==> config.mk <==
export PLATFORM = sky130hd
export DESIGN_NAME = spi_byte_receiver
export DESIGN_NICKNAME = d
export VERILOG_FILES = /design/src/rtl/spi_byte_receiver_pkg.sv /design/src/rtl/spi_shifter.sv /design/src/rtl/spi_byte_receiver.sv
export SDC_FILE = /design/constraint.sdc
export NUM_CORES = 1
export LEC_CHECK = 0
export BUFFER_PORTS_ARGS = -buffer_cell sky130_fd_sc_hd__buf_2
export CELL_PAD_IN_SITES_DETAIL_PLACEMENT = 0
export CELL_PAD_IN_SITES_GLOBAL_PLACEMENT = 1
export CORE_MARGIN = 8
export CORE_UTILIZATION = 42
export CTS_CLUSTER_DIAMETER = 30
export DETAILED_ROUTE_END_ITERATION = 10
export GPL_ROUTABILITY_DRIVEN = 1
export PLACE_DENSITY_LB_ADDON = 0.1
export SYNTH_ARGS = -nofsm -noshare
export SYNTH_HDL_FRONTEND = slang
export SYNTH_SLANG_ARGS = --single-unit
==> constraint.sdc <==
create_clock -name clk -period 1.9 [get_ports clk]
set_clock_uncertainty 0.1 [all_clocks]
set_input_delay 0.095 -clock clk [delete_from_list [all_inputs] [get_ports clk]]
set_output_delay 0.095 -clock clk [all_outputs]
set_load 0.03 [all_outputs]
==> src/rtl/spi_byte_receiver_pkg.sv <==
// Shared types and sizing constants for the SPI byte receiver slice.
package spi_byte_receiver_pkg;

  typedef enum logic {
    IDLE   = 1'b0,
    ACTIVE = 1'b1
  } state_e;

  localparam int unsigned DEFAULT_WIDTH = 8;
  localparam int unsigned DEFAULT_CNT_W = $clog2(DEFAULT_WIDTH + 1);

endpackage

==> src/rtl/spi_shifter.sv <==
// Generic shift register: parallel load, serial in, serial out, shift enable.
// Exposes both the current out bit and the out bit that follows one shift.
module spi_shifter
  import spi_byte_receiver_pkg::*;
#(
  parameter int unsigned WIDTH     = DEFAULT_WIDTH,
  parameter bit          MSB_FIRST = 1'b1
) (
  input  logic             clk,
  input  logic             rst_n,
  input  logic             load,
  input  logic [WIDTH-1:0] load_data,
  input  logic             shift_en,
  input  logic             serial_in,
  output logic [WIDTH-1:0] par_out,
  output logic [WIDTH-1:0] shift_next_c,
  output logic             serial_out_c,
  output logic             next_serial_c
);

  logic [WIDTH-1:0] shift_q;
  logic [WIDTH-1:0] shift_d;

  always_comb begin
    if (MSB_FIRST) begin
      shift_next_c  = {shift_q[WIDTH-2:0], serial_in};
      serial_out_c  = shift_q[WIDTH-1];
      next_serial_c = shift_q[WIDTH-2];
    end else begin
      shift_next_c  = {serial_in, shift_q[WIDTH-1:1]};
      serial_out_c  = shift_q[0];
      next_serial_c = shift_q[1];
    end
  end

  // Load wins over shift.
  always_comb begin
    shift_d = shift_q;
    if (load) begin
      shift_d = load_data;
    end else if (shift_en) begin
      shift_d = shift_next_c;
    end
  end

  always_ff @(posedge clk) begin
    if (!rst_n) begin
      shift_q <= '0;
    end else begin
      shift_q <= shift_d;
    end
  end

  assign par_out = shift_q;

endmodule

==> src/rtl/spi_byte_receiver.sv <==
// Mode-0 SPI framing stage: deserializes mosi into words with a valid/ack
// handshake and serializes a held transmit word onto miso.
module spi_byte_receiver
  import spi_byte_receiver_pkg::*;
#(
  parameter int unsigned WIDTH     = DEFAULT_WIDTH,
  parameter bit          MSB_FIRST = 1'b1
) (
  input  logic             clk,
  input  logic             rst_n,
  input  logic             sclk_rise,
  input  logic             sclk_fall,
  input  logic             cs_n,
  input  logic             mosi,
  input  logic [WIDTH-1:0] tx_data,
  input  logic             tx_load,
  input  logic             rx_ack,
  output logic             miso,
  output logic [WIDTH-1:0] rx_data,
  output logic             rx_valid,
  output logic             overrun,
  output logic             busy
);

  localparam int unsigned      CNT_W    = $clog2(WIDTH + 1);
  localparam logic [CNT_W-1:0] LAST_CNT = CNT_W'(WIDTH - 1);

  state_e           state_q, state_d;
  logic [CNT_W-1:0] cnt_q, cnt_d;
  logic [WIDTH-1:0] tx_hold_q, tx_hold_d;
  logic [WIDTH-1:0] rx_data_q, rx_data_d;
  logic             rx_valid_q, rx_valid_d;
  logic             overrun_q, overrun_d;
  logic             miso_q, miso_d;
  logic             busy_q, busy_d;

  logic             rx_clr;
  logic             rx_shift_en;
  logic             tx_reload;
  logic             tx_shift_en;
  logic [WIDTH-1:0] reload_word;
  logic             reload_first_bit;

  logic [WIDTH-1:0] rx_par, rx_next;
  logic             rx_ser, rx_next_ser;
  logic [WIDTH-1:0] tx_par, tx_next;
  logic             tx_ser, tx_next_ser;

  // A load coinciding with a reload bypasses tx_hold straight into the shifter.
  assign reload_word      = tx_load ? tx_data : tx_hold_q;
  assign reload_first_bit = MSB_FIRST ? reload_word[WIDTH-1] : reload_word[0];

  always_comb begin
    state_d     = state_q;
    cnt_d       = cnt_q;
    tx_hold_d   = tx_load ? tx_data : tx_hold_q;
    rx_data_d   = rx_data_q;
    rx_valid_d  = rx_valid_q;
    overrun_d   = overrun_q;
    miso_d      = miso_q;
    busy_d      = busy_q;
    rx_clr      = 1'b0;
    rx_shift_en = 1'b0;
    tx_reload   = 1'b0;
    tx_shift_en = 1'b0;

    if (rx_ack) begin
      rx_valid_d = 1'b0;
      overrun_d  = 1'b0;
    end

    unique case (state_q)
      IDLE: begin
        if (!cs_n) begin
          state_d   = ACTIVE;
          busy_d    = 1'b1;
          cnt_d     = '0;
          rx_clr    = 1'b1;
          tx_reload = 1'b1;
          miso_d    = reload_first_bit;
        end
      end
      ACTIVE: begin
        if (cs_n) begin
          // Abort: drop any partial word.
          state_d = IDLE;
          busy_d  = 1'b0;
          cnt_d   = '0;
          rx_clr  = 1'b1;
          miso_d  = 1'b0;
        end else if (sclk_rise) begin
          rx_shift_en = 1'b1;
          if (cnt_q == LAST_CNT) begin
            cnt_d      = '0;
            rx_data_d  = rx_next;
            rx_valid_d = 1'b1;
            if (rx_valid_q && !rx_ack) begin
              overrun_d = 1'b1;
            end
          end else begin
            cnt_d = cnt_q + CNT_W'(1);
          end
        end else if (sclk_fall) begin
          if (cnt_q == '0) begin
            tx_reload = 1'b1;
            miso_d    = reload_first_bit;
          end else begin
            tx_shift_en = 1'b1;
            miso_d      = tx_next_ser;
          end
        end
      end
      default: begin
        state_d = IDLE;
      end
    endcase
  end

  always_ff @(posedge clk) begin
    if (!rst_n) begin
      state_q    <= IDLE;
      cnt_q      <= '0;
      tx_hold_q  <= '0;
      rx_data_q  <= '0;
      rx_valid_q <= 1'b0;
      overrun_q  <= 1'b0;
      miso_q     <= 1'b0;
      busy_q     <= 1'b0;
    end else begin
      state_q    <= state_d;
      cnt_q      <= cnt_d;
      tx_hold_q  <= tx_hold_d;
      rx_data_q  <= rx_data_d;
      rx_valid_q <= rx_valid_d;
      overrun_q  <= overrun_d;
      miso_q     <= miso_d;
      busy_q     <= busy_d;
    end
  end

  spi_shifter #(
    .WIDTH     (WIDTH),
    .MSB_FIRST (MSB_FIRST)
  ) u_rx_shifter (
    .clk           (clk),
    .rst_n         (rst_n),
    .load          (rx_clr),
    .load_data     ('0),
    .shift_en      (rx_shift_en),
    .serial_in     (mosi),
    .par_out       (rx_par),
    .shift_next_c  (rx_next),
    .serial_out_c  (rx_ser),
    .next_serial_c (rx_next_ser)
  );

  // Zero fill keeps miso low once a word is exhausted.
  spi_shifter #(
    .WIDTH     (WIDTH),
    .MSB_FIRST (MSB_FIRST)
  ) u_tx_shifter (
    .clk           (clk),
    .rst_n         (rst_n),
    .load          (tx_reload),
    .load_data     (reload_word),
    .shift_en      (tx_shift_en),
    .serial_in     (1'b0),
    .par_out       (tx_par),
    .shift_next_c  (tx_next),
    .serial_out_c  (tx_ser),
    .next_serial_c (tx_next_ser)
  );

  logic unused_shifter_taps;
  assign unused_shifter_taps = ^{rx_par, rx_ser, rx_next_ser, tx_par, tx_next, tx_ser};

  assign miso     = miso_q;
  assign rx_data  = rx_data_q;
  assign rx_valid = rx_valid_q;
  assign overrun  = overrun_q;
  assign busy     = busy_q;

endmodule

==> results.sh <==
export IMPL_status="complete, no violations"
export IMPL_die_h_um=79.3
export IMPL_start_util=0.427
export IMPL_max_stage_delay_ps=390
export IMPL_grt_pass1_wl_um=6060
export IMPL_hold_depth=3
export IMPL_remaining_drc_errors=0
export IMPL_synthTopCellsByArea="dfxtp_1 46%, mux2i_1 12%, nor2b_1 7.1%, a21oi_1 3.6%, a32o_1 3.6%"
export IMPL_ys_ff_latch=39
export IMPL_min_delay_path_class="input port to flop"
export IMPL_first_pass_iters=4
export IMPL_powerDensity_nw_per_um2=793
export IMPL_drive_gt1_frac=0.236
export IMPL_critPathArrivalTime_ps=1810
export IMPL_switching_power_mw=0.364
export IMPL_ys_types=38
export IMPL_syn_inst=167
export IMPL_clk_transition_reported_paths_ps=70
export IMPL_critPathTopFamily="simple AND/OR/NAND/NOR gates"
export IMPL_tns_ps=0
export IMPL_cts_inserted_buffers=5
export IMPL_crit_buf_inv=1
export IMPL_avgSynthCellArea_sq_um=10.1
export IMPL_finalHoldViolations=0
export IMPL_drt_wl_total_um=3470
export IMPL_overflow=0
export IMPL_synth_top_cell_area_share=0.464
export IMPL_insertion_delay_ps=290
export IMPL_seqCellArea_sq_um=781
export IMPL_drt_iter0_drc=61
export IMPL_ctsResizeCount=0
export IMPL_syn_area_sq_um=1680
export IMPL_dieArea_sq_um=6290
export IMPL_io_buffers=27
export IMPL_clkSinkCount=39
export IMPL_leakagePower_nw=0.804
export IMPL_synthFlopType="dfxtp_1"
export IMPL_syn_num_nets=186
export IMPL_die_x_um=79.3
export IMPL_num_antenna_cells=0
export IMPL_critPathCaptureType="flop"
export IMPL_drtAntennaViolNets=0
export IMPL_rows=23
export IMPL_power_total_mw=1.55
export IMPL_synth_edff_count=0
export IMPL_clockPowerShare=0.359
export IMPL_dpl_hpwl_um=2510
export IMPL_postCtsSetupBuffers=0
export IMPL_fillers=383
export IMPL_swShare=0.234
export IMPL_layout_min_cycle_time_ps=1720
export IMPL_track_usage=0.121
export IMPL_final_period_utilization=0.907
export IMPL_rsz0062_at_grt="false"
export IMPL_synth_top_cell_by_area="dfxtp_1"
export IMPL_ys_warn_count=0
export IMPL_clockRootBuffer="clkbuf_8"
export IMPL_required_ps=1980
export IMPL_worstSetupPathType="flop to flop"
export IMPL_crit_fanout=6
export IMPL_comb_power_share=0.091
export IMPL_grt_max_degree=28
export IMPL_setup_viol=0
export IMPL_relSlewSlack=0.626
export IMPL_viasPerCell=5.14
export IMPL_dr_total_vias=1279
export IMPL_r2r_cells=6
export IMPL_max_cap_violations=0
export IMPL_max_freq_mhz=580
export IMPL_pwr_share_seq=0.550
export IMPL_cts_tree="built"
export IMPL_grt_pass1_vias=1358
export IMPL_wire_per_inst_um=13.9
export IMPL_drv_slew=0
export IMPL_async_reset_ff_frac=0
export IMPL_multi_input_area_sq_um=810
export IMPL_internal_power_mw=1.19
export IMPL_worst_pin_slew_ps=559
export IMPL_cts_max_level=2
export IMPL_final_net_count=218
export IMPL_crit_chain="inv_1 -> ha_1 -> or3b_4 -> nand2_2 -> mux2i_1 -> a32o_1"
export IMPL_fp_coreArea_sq_um=3940
export IMPL_pin_count=28
export IMPL_place_gp_congestion=0.810
export IMPL_grt_antenna_before_repair=0
export IMPL_vdd_ir_drop_worst_uv=254
export IMPL_cts_max_path_buffers=2
export IMPL_crit_cells=6
export IMPL_start_kind="flop"
export IMPL_slowest_stage="or3b_4"
export IMPL_ys_seq_area_frac=0.464
export IMPL_area_growth_pct=16.3
final cells by class:
type                            count  area share
Clock inverter                      1     0.00255
Clock buffer                        6      0.0421
Multi-Input combinational cell    111       0.413
Inverter                            9      0.0172
Sequential cell                    39       0.398
Tap cell                           50      0.0319
Timing Repair Buffer               33      0.0945
power by group through the flow:
stage	clock network [mW]	registers [mW]	logic, mW
CTS	0.580	0.854	0.145
detailed placement	0	0.873	0.141
global route	0.619	0.857	0.158
global placement	0	0.872	0.136
floorplan	0	0.877	0.0932
finish	0.558	0.854	0.142
synthesized netlist by cell type (2+ instances only):
| master | count |
|---|---|
| inv_1 | 9 |
| clkbuf_1 | 3 |
| a21oi_1 | 12 |
| nand3_1 | 8 |
| o21a_1 | 2 |
| buf_6 | 2 |
| and2b_2 | 2 |
| a32o_1 | 6 |
| nor2b_1 | 19 |
| nand2_1 | 12 |
| nand2b_1 | 2 |
| o21ai_0 | 3 |
| mux2i_1 | 21 |
| a21boi_0 | 2 |
| ha_1 | 3 |
| dfxtp_1 | 39 |
layer usage:
layer | up-vias | GRT usage | share of wire
li1 | 641 | - | -
met1 | 609 | 0.133 | 0.46
met2 | 23 | 0.204 | 0.46
met3 | 6 | 0.0474 | 0.056
met4 | 0 | 0.0500 | 0.017
met5 | - | 0 | 0
cells by family after synthesis:
group	share of synthesized area
flip-flops	0.464
multiplexers	0.131
buffers and inverters	0.0557
AO/OA/AOI/OAI	0.135
adder cells (fa/ha/maj)	0.0223
AND/OR/NAND/NOR	0.192
through the flow:
step	instances	hold slack [ps]	setup WS, ps	utilization	cell area (sq um)
after floorplan	167	71.1	306	-	1680
after global placement	240	172	252	0.470	1850
after detailed placement	240	183	163	0.470	1850
after CTS	249	0.0775	164	0.497	1960
after global routing	249	11.3	73.8	0.497	1960
final	249	5.77	176	0.497	1960
tightest hold or removal path, stage by stage:
cell     delay [ps]
buf_2            80
mux2i_1          80
nor2b_1         100
flip-flops by register name (all words and copies together), names as in the netlist:
name,cells
busy,1
cnt_q,4
miso,1
overrun,1
rx_data,8
rx_valid,1
state_q,1
tx_hold_q,8
u_rx_shifter.par_out,7
u_tx_shifter.par_out,7
path summary, 6_finish.rpt:
kind,from,endpoint,slack [ps]
worst max-delay path,cnt_q[0],u_tx_shifter.par_out[4],180
worst min-delay path,tx_data[2],tx_hold_q[2],6
worst max register to register,cnt_q[0],u_tx_shifter.par_out[4],180
worst min register to register,u_rx_shifter.par_out[6],u_rx_shifter.par_out[6],360
placed cells by master (no fill, tap or decap), drive strengths merged, types with 2 or more instances in the layout:
cell type | synthesis | routed
and2b | 2 | 2
buf | 4 | 31
ha | 3 | 3
o21a | 2 | 2
dfxtp | 39 | 39
nand2 | 13 | 13
clkbuf | 4 | 6
dlygate4sd3 | 0 | 2
o21ai | 3 | 3
inv | 9 | 9
mux2i | 21 | 21
nand3 | 8 | 8
a32o | 6 | 6
nand2b | 2 | 2
a21boi | 3 | 3
nor2b | 19 | 19
a21oi | 12 | 12
what timing repair did:
| action | in CTS | in global routing |
|---|---|---|
| endpoints found under the setup margin | 0 | 0 |
| hold buffers | 2 | 0 |
| endpoints found under the hold margin | 3 | 0 |
(Power assumes the default switching activity.)
